==> config.mk <==
export PLATFORM = sky130hd
export DESIGN_NAME = dmem_lsu
export DESIGN_NICKNAME = d
export VERILOG_FILES = /design/src/rtl/swt16_lsu_pkg.sv /design/src/rtl/dmem_byte_lane.sv /design/src/rtl/dmem_lsu.sv
export SDC_FILE = /design/constraint.sdc
export NUM_CORES = 1
export LEC_CHECK = 0
export ABC_AREA = 1
export BUFFER_PORTS_ARGS = -buffer_cell sky130_fd_sc_hd__buf_2
export CAP_MARGIN = 5
export CORE_MARGIN = 2
export CORE_UTILIZATION = 50
export DETAILED_ROUTE_END_ITERATION = 7
export PLACE_DENSITY = 0.94
export SLEW_MARGIN = 10
export SYNTH_ARGS = -nofsm -noshare
export SYNTH_HDL_FRONTEND = slang
export SYNTH_SLANG_ARGS = --single-unit
==> constraint.sdc <==
create_clock -name clock -period 2.76 [get_ports clock]
set_input_delay 0.414 -clock clock [delete_from_list [all_inputs] [get_ports clock]]
set_output_delay 0.414 -clock clock [all_outputs]
set_load 0.05 [all_outputs]
==> src/rtl/swt16_lsu_pkg.sv <==
// rtl/swt16_lsu_pkg.sv - shared state, lane and access-size encodings for the load/store unit
package swt16_lsu_pkg;

    typedef enum logic [1:0] {
        IDLE      = 2'd0,
        LOAD_WAIT = 2'd1,
        RMW_WRITE = 2'd2,
        RESP      = 2'd3
    } lsu_state_t;

    typedef enum logic {
        SIZE_WORD = 1'b0,
        SIZE_BYTE = 1'b1
    } lsu_size_t;

    localparam int LANE_LO    = 0;
    localparam int LANE_HI    = 1;
    localparam int BYTE_WIDTH = 8;

endpackage

==> src/rtl/dmem_byte_lane.sv <==
// rtl/dmem_byte_lane.sv - byte extract with sign/zero extension and byte merge on a 16-bit word
module dmem_byte_lane
    import swt16_lsu_pkg::*;
(
    input  logic [2*BYTE_WIDTH-1:0] word,
    input  logic                    lane,
    input  logic                    sign_ext,
    input  logic [BYTE_WIDTH-1:0]   new_byte,
    output logic [2*BYTE_WIDTH-1:0] ext_word,
    output logic [2*BYTE_WIDTH-1:0] merged_word
);

    logic [BYTE_WIDTH-1:0] sel_byte;

    always_comb begin
        sel_byte    = (lane == 1'(LANE_LO)) ? word[BYTE_WIDTH-1:0] : word[2*BYTE_WIDTH-1:BYTE_WIDTH];
        ext_word    = {{BYTE_WIDTH{sign_ext & sel_byte[BYTE_WIDTH-1]}}, sel_byte};
        merged_word = word;
        if (lane == 1'(LANE_HI)) begin
            merged_word[2*BYTE_WIDTH-1:BYTE_WIDTH] = new_byte;
        end else begin
            merged_word[BYTE_WIDTH-1:0] = new_byte;
        end
    end

endmodule

==> src/rtl/dmem_lsu.sv <==
// rtl/dmem_lsu.sv - load/store unit in front of a synchronous-read, word-wide data memory
module dmem_lsu
    import swt16_lsu_pkg::*;
#(
    parameter int WORD_WIDTH = 16,
    parameter int ADDR_WIDTH = 12
) (
    input  logic                  clock,
    input  logic                  reset,
    input  logic                  in_req_valid,
    output logic                  out_req_ready,
    input  logic                  in_req_write,
    input  logic                  in_req_byte,
    input  logic                  in_req_signed,
    input  logic [ADDR_WIDTH-1:0] in_req_addr,
    input  logic [WORD_WIDTH-1:0] in_req_wdata,
    output logic                  out_rsp_valid,
    output logic [WORD_WIDTH-1:0] out_rsp_rdata,
    output logic                  out_rsp_misaligned,
    output logic [ADDR_WIDTH-1:0] out_dmem_addr_rd,
    output logic [ADDR_WIDTH-1:0] out_dmem_addr_wr,
    output logic [WORD_WIDTH-1:0] out_dmem_word,
    output logic                  out_dmem_write_en,
    input  logic [WORD_WIDTH-1:0] in_dmem_word
);

    lsu_state_t            state, state_nx;
    lsu_size_t             req_size;
    logic                  req_signed;
    logic [ADDR_WIDTH-1:0] req_addr;
    logic [BYTE_WIDTH-1:0] req_byte_data;
    logic [WORD_WIDTH-1:0] rsp_rdata_q;
    logic                  rsp_misaligned_q;

    logic                  accept;
    logic                  in_misaligned;
    logic                  write_en;
    logic [ADDR_WIDTH-1:0] addr_rd;
    logic [ADDR_WIDTH-1:0] addr_wr;
    logic [WORD_WIDTH-1:0] wr_word;
    logic [WORD_WIDTH-1:0] ext_word;
    logic [WORD_WIDTH-1:0] merged_word;

    assign accept        = in_req_valid && (state == IDLE);
    assign in_misaligned = !in_req_byte && in_req_addr[0];

    dmem_byte_lane u_lane (
        .word        (in_dmem_word),
        .lane        (req_addr[0]),
        .sign_ext    (req_signed),
        .new_byte    (req_byte_data),
        .ext_word    (ext_word),
        .merged_word (merged_word)
    );

    always_ff @(posedge clock or posedge reset) begin
        if (reset) begin
            state <= IDLE;
        end else begin
            state <= state_nx;
        end
    end

    always_ff @(posedge clock or posedge reset) begin
        if (reset) begin
            req_size      <= SIZE_WORD;
            req_signed    <= 1'b0;
            req_addr      <= '0;
            req_byte_data <= '0;
        end else if (accept) begin
            req_size      <= lsu_size_t'(in_req_byte);
            req_signed    <= in_req_signed;
            req_addr      <= in_req_addr;
            req_byte_data <= in_req_wdata[BYTE_WIDTH-1:0];
        end
    end

    // Stores and misaligned requests clear the result at accept; loads fill it in LOAD_WAIT.
    always_ff @(posedge clock or posedge reset) begin
        if (reset) begin
            rsp_rdata_q      <= '0;
            rsp_misaligned_q <= 1'b0;
        end else if (accept) begin
            rsp_rdata_q      <= '0;
            rsp_misaligned_q <= in_misaligned;
        end else if (state == LOAD_WAIT) begin
            rsp_rdata_q      <= (req_size == SIZE_BYTE) ? ext_word : in_dmem_word;
            rsp_misaligned_q <= 1'b0;
        end
    end

    always_comb begin
        state_nx = state;
        write_en = 1'b0;
        addr_rd  = req_addr;
        addr_wr  = req_addr;
        wr_word  = merged_word;
        unique case (state)
            IDLE: begin
                addr_rd = in_req_addr;
                addr_wr = in_req_addr;
                wr_word = in_req_wdata;
                if (in_req_valid) begin
                    if (in_misaligned) begin
                        state_nx = RESP;
                    end else if (!in_req_write) begin
                        state_nx = LOAD_WAIT;
                    end else if (in_req_byte) begin
                        state_nx = RMW_WRITE;
                    end else begin
                        write_en = 1'b1;
                        state_nx = RESP;
                    end
                end
            end
            LOAD_WAIT: state_nx = RESP;
            RMW_WRITE: begin
                write_en = 1'b1;
                state_nx = RESP;
            end
            RESP:      state_nx = IDLE;
            default:   state_nx = IDLE;
        endcase
    end

    // Memory-side outputs are forced low while reset is held so an aborted RMW never writes.
    assign out_dmem_write_en  = write_en && !reset;
    assign out_dmem_addr_rd   = reset ? '0 : addr_rd;
    assign out_dmem_addr_wr   = reset ? '0 : addr_wr;
    assign out_dmem_word      = reset ? '0 : wr_word;
    assign out_req_ready      = (state == IDLE) && !reset;
    assign out_rsp_valid      = (state == RESP);
    assign out_rsp_rdata      = rsp_rdata_q;
    assign out_rsp_misaligned = rsp_misaligned_q;

endmodule
# Word level (Yosys, flattened, before mapping)
# Index checks and enable logic that the tools add are counted.
# W data, S select, Z words.
[word_totals]
ff_bits = 41
mem_bits_ro = 0
wordCells = 43
latchBits = 0
ram_bits = 0
output_inout_bits = 60
n_memories = 0
input_bits = 50
[op_classes]
order_cmp = 0
mux = 22
addsub = 0
n_bitwise = 1
n_eq_ne = 4
n_mul = 0
n_reduce_logical = 9
n_shift = 0
n_div = 0
[op_table]
columns = ["operator", "n"]
rows = [
  ["$mux W16", 5],
  ["$mux W12", 2],
  ["$mux W8", 3],
  ["$mux W1", 7],
  ["$mux W2", 3],
  ["$pmux W2 S3", 1],
  ["$eq A2 B2 Y1 const B", 2],
  ["$logic_and A1 B1 Y1", 4],
  ["$eq A2 B1 Y1 const B", 1],
  ["$logic_not A1 Y1", 2],
  ["$logic_not A2 Y1", 1],
  ["$ne A2 B2 Y1 const B", 1],
  ["$pmux W1 S2", 1],
  ["$reduce_bool A2 Y1", 1],
  ["$reduce_or A2 Y1", 1],
  ["$and A1 B1 Y1", 1],
]

# Logic depth before layout (Yosys ltp)
[depth]
depth_word = 6
depth_mapped = 9
depth_no_buf = 7

# Cells and area by module
# A second synthesis with hierarchy kept.
[hier_totals]
cells_unflattened = 420
hier_area_um2 = 2772.7
[modules_own_cells]
columns = ["module", "area_per_inst_um2", "seq_area_each_um2", "cells_each", "n_inst"]
rows = [
  ["dmem_lsu", 2361.0, 1026.0, 339, 1],
  ["dmem_byte_lane", 411.6, 0.0, 81, 1],
]

# Worst setup path after synthesis
# Ideal clock, no wire load.
[synth_path]
kind = "input to output"
start = "input reset"
end = "output out_dmem_addr_wr[10]"
t_arrival_ns = 2.535
slack_ns = -0.189
cell_stages = 6
required_time_ns = 2.346
path_buffers = 3
cell_sequence = "buf_2 inv_1 buf_2 o21ai_0 nor2_1 buf_4"
[synth_between]
elab_chain_len = 1
[synth_rtl]
columns = ["item", "line_no", "source"]
rows = [
  ["from (decl)", "dmem_lsu.sv:9", "input logic reset,"],
  ["$mux W12", "n/a", ""],
  ["to (decl)", "dmem_lsu.sv:21", "output logic [ADDR_WIDTH-1:0] out_dmem_addr_wr,"],
]
# Every way passes these cells.

# Final worst setup path
[layout_path]
start = "register state[1]"
end = "output out_dmem_addr_rd[11]"
[layout_between]
elab_chain_len = 3
[layout_rtl]
columns = ["item", "line_no", "source"]
rows = [
  ["from (decl)", "dmem_lsu.sv:27", "lsu_state_t state, state_nx;"],
  ["from (signal assigned)", "dmem_lsu.sv:60", "state <= state_nx;"],
  ["$logic_not A2 Y1", "dmem_lsu.sv:98", "unique case (state)"],
  ["$mux W12", "dmem_lsu.sv:98", ""],
  ["$mux W12", "dmem_lsu.sv:128", "assign out_dmem_addr_rd = reset ? '0 : addr_rd;"],
  ["to (decl)", "dmem_lsu.sv:20", "output logic [ADDR_WIDTH-1:0] out_dmem_addr_rd,"],
]
# Every way passes these cells.

==> summary.txt <==
Power and ir drop
  • Switching part of the total: 59.4%
  • Comb power frac: about two thirds
  • Seq pwr share: 24.0%
  • Clock share of power: 10.5%
  • P_leak: 1.95 nW
  • Switching pwr: 2.63 mW
  • PnR Total Power: 4.42 mW
  • P per Cell Area: about 1400 nW/um^2
  • VDD IR max: 0.738 mV
  • Int Power: around 1.8 mW

Setup path
  • Critical Path RT: ~2400 ps
  • Worst r2r path cells: 8
  • RR Endpoint: out_rsp_rdata[1]
  • CP Capture Type: primary output
  • Critical path buffers and inverters: 3
  • Critical path arrival: 2160 ps
  • Worst path cell trace: inv_1 -> ha_1 -> buf_4 -> o21ai_0 -> nor2_1 -> buf_2
  • Crit path launch type: flip-flop
  • CP Max Fanout: 28
  • R2R Path Start: state[0]
  • Crit path to: out_dmem_addr_rd[11]
  • CP max stage cell: dfrtp_1
  • CP Class: flip-flop to primary output
  • CP max stage delay: between 400 and 500 ps
  • Top delay family on crit path: buffers and inverters
  • Worst R2R Setup Slack: 820 ps
  • Levels on crit path: 6
  • Crit path from: state[1]

Cells and area
  • Area delta synth->final: 22.7%
  • Finished Layout Cells: around 540
  • Fill count: around 450
  • Nets: 521
  • Post-route cell area: 3150 sq um
  • Share of cells above drive strength 1: 29.3%
  • Finished Core Util: 62.5%
  • Register area: 1030 sq um
  • Area occupied by multi-input gates: 1180 sq um
  • Diode count: 0

Floorplanning
  • Core area: 5040 sq um
  • DIE HEIGHT: 75.7 um
  • Rows: 26
  • Die ar.: 5730 sq um
  • Die Span X: 75.7 um
  • Ports: 110
  • Starting Density: 51.0%

Detailed routing
  • First-pass iteration count of the detailed router: 8
  • Drt via density: 5.11
  • Initial DRC Count: 225
  • Final WL: 6.70 mm
  • Vias: 2745
  • WL per Instance: between 10 and 15 um
  • ANT nets after route: 0
  • DRC: 0

Clocking
  • Deepest clock path buffer count: 2
  • CTS Sinks: 41
  • Post-CTS Hold Fix Bufs: 0
  • Setup Fix Bufs, Post-CTS: 0
  • CTS tree: yes
  • H-tree depth: 2
  • Clock transition at path regs: 80 ps
  • CTS Root Cell: clkbuf_8
  • Clock Latency Late Sink: 290 ps
  • CTS resizes: 0
  • Cts bufs inserted: 5

Synth
  • Synth area leader: dfrtp_1
  • Yosys reg bits: 41
  • Post-synth top cells: 124 x nand2_1, 43 x inv_1, 42 x nor2_1
  • Post-synth top area share: 39.9%
  • Mapped Cells: 377
  • Syn Std Cell Area: 2570 sq um
  • Cell variety after synth: 21
  • Sequential area share after synthesis: approximately two fifths
  • Synthesized Nets: approximately 430
  • Number of synthesized flops with an enable pin: 0
  • Synth warn: 0
  • Synth area leaders: dfrtp_1 40%, nand2_1 18%, o21ai_0 8.0%, inv_1 6.3%, nor2_1 6.1%
  • Main flop type after synthesis: dfrtp_1
  • Avg Cell Area, Syn: 6.82 sq um
  • Async set-reset flop share out of synthesis: 100%
  • Count leader, synth: nand2_1

STA
  • Min Tclk post-route: 2580 ps
  • Fmax: 388 MHz
  • Max_slew headroom: between 50% and 60%
  • Final TNS setup: 0 ps
  • Final Hold Vio Count: 0
  • WHS: slightly below 300 ps
  • Slew of the pin with the lowest slew margin: 662 ps
  • Setup Skew: about 3.4 ps
  • Setup-failing EPs final: 0
  • Period utilization: 93.3%
  • Slew Limit Fails: 0
  • Post-route setup slack: 184 ps
  • RSZ-0062 raised after global routing: false

GRT
  • GRT overflow: 0
  • Initial antenna violation count: 0
  • Largest net degree at the start of global routing: 32
  • Gr usage total: 23.8%
  • Vias in the first global route: around 2400
  • First-pass GRT wire length: 10.3 mm

Placement
  • Placed cell count: 530
  • Final GP Congestion: 0.826
  • Final HPWL DP: 4.98 mm
  • IO Port Bufs: 109
  • Pre-CTS setup slack: between 500 and 600 ps
  • DP Area: 3050 sq um

Min path
  • HP Class: primary input to async pin

Status
  • Outcome: complete, no violations

Job
  • Maxcap violations: 0
## kinds of logic (layout without fill, tap and decap cells)
kind of cell	count (synthesis)	after routing	synth area share, %
buffers and inverters	78	168	14.9
DFF	41	41	39.9
adders and majority gates	4	4	1.95
and+or+nand+nor	178	178	27.7
AOI/OAI and AO/OA	76	76	15.5
## worst register-to-register path, cell delays in order, from the launching register on
cell	delay (ps)
dfrtp_1	400
inv_1	80
ha_1	350
nand2_4	130
buf_4	310
inv_4	180
nor2_8	240
nand2_1	90
o21ai_1	80
## registers in the layout, summed over array words and instances, names as in the netlist
signal / flops
out_rsp_misaligned: 1
req_byte_data: 8
out_rsp_rdata: 16
req_size: 1
state: 2
req_addr: 12
req_signed: 1
## per-layer routing
| metal | up-vias | track usage (%) | routed length (um) |
|---|---|---|---|
| met5 | - | 0 | 0 |
| met4 | 0 | 7.80 | 48 |
| met3 | 5 | 3.17 | 534 |
| met2 | 145 | 43.3 | 3320 |
| met1 | 1257 | 28.9 | 2800 |
| li1 | 1338 | - | - |
## worst min path at each step
stage	to	slack, ps	cells past startpoint
after floorplan	req_addr[10]	440	2
after global placement	req_addr[10]	460	2
after detailed placement	req_addr[4]	460	2
after CTS	req_addr[3]	300	2
after global routing	req_addr[2]	330	2
final	req_addr[2]	290	2
## layout make-up
cell class	instances	share of cell area (%)
multi-input combinational	258	37.3
sequential	41	32.5
timing repair buffer	113	18.3
inverter	48	5.79
tap	70	2.78
clock buffer	5	2.18
clock inverter	2	1.11
## power by group through the flow
stage | clock network [mW] | registers [mW] | logic [mW]
after floorplan | 0 | 1.32 | 2.16
after CTS | 0.470 | 1.06 | 2.90
final | 0.465 | 1.06 | 2.89
after detailed placement | 0 | 1.07 | 2.89
after global placement | 0 | 1.05 | 2.83
after global routing | 0.493 | 1.09 | 3.13
## cells in the final DEF, fill, tap and decap left out
master       n
nand3_1      8
buf_4        4
dfrtp_1     41
a21oi_1     17
o21ai_1     11
inv_2        5
clkbuf_8     5
clkinv_2     1
o21ai_0     41
nor2_2       7
nor2_8       1
buf_2      109
nor2_1      35
inv_4        1
o211ai_1     7
inv_1       42
ha_1         4
nand2_2      1
bufinv_16    1
nand2_1    124
nand2_4      1
nor2_4       1
No activity file was read; power rests on OpenSTA's default activity.
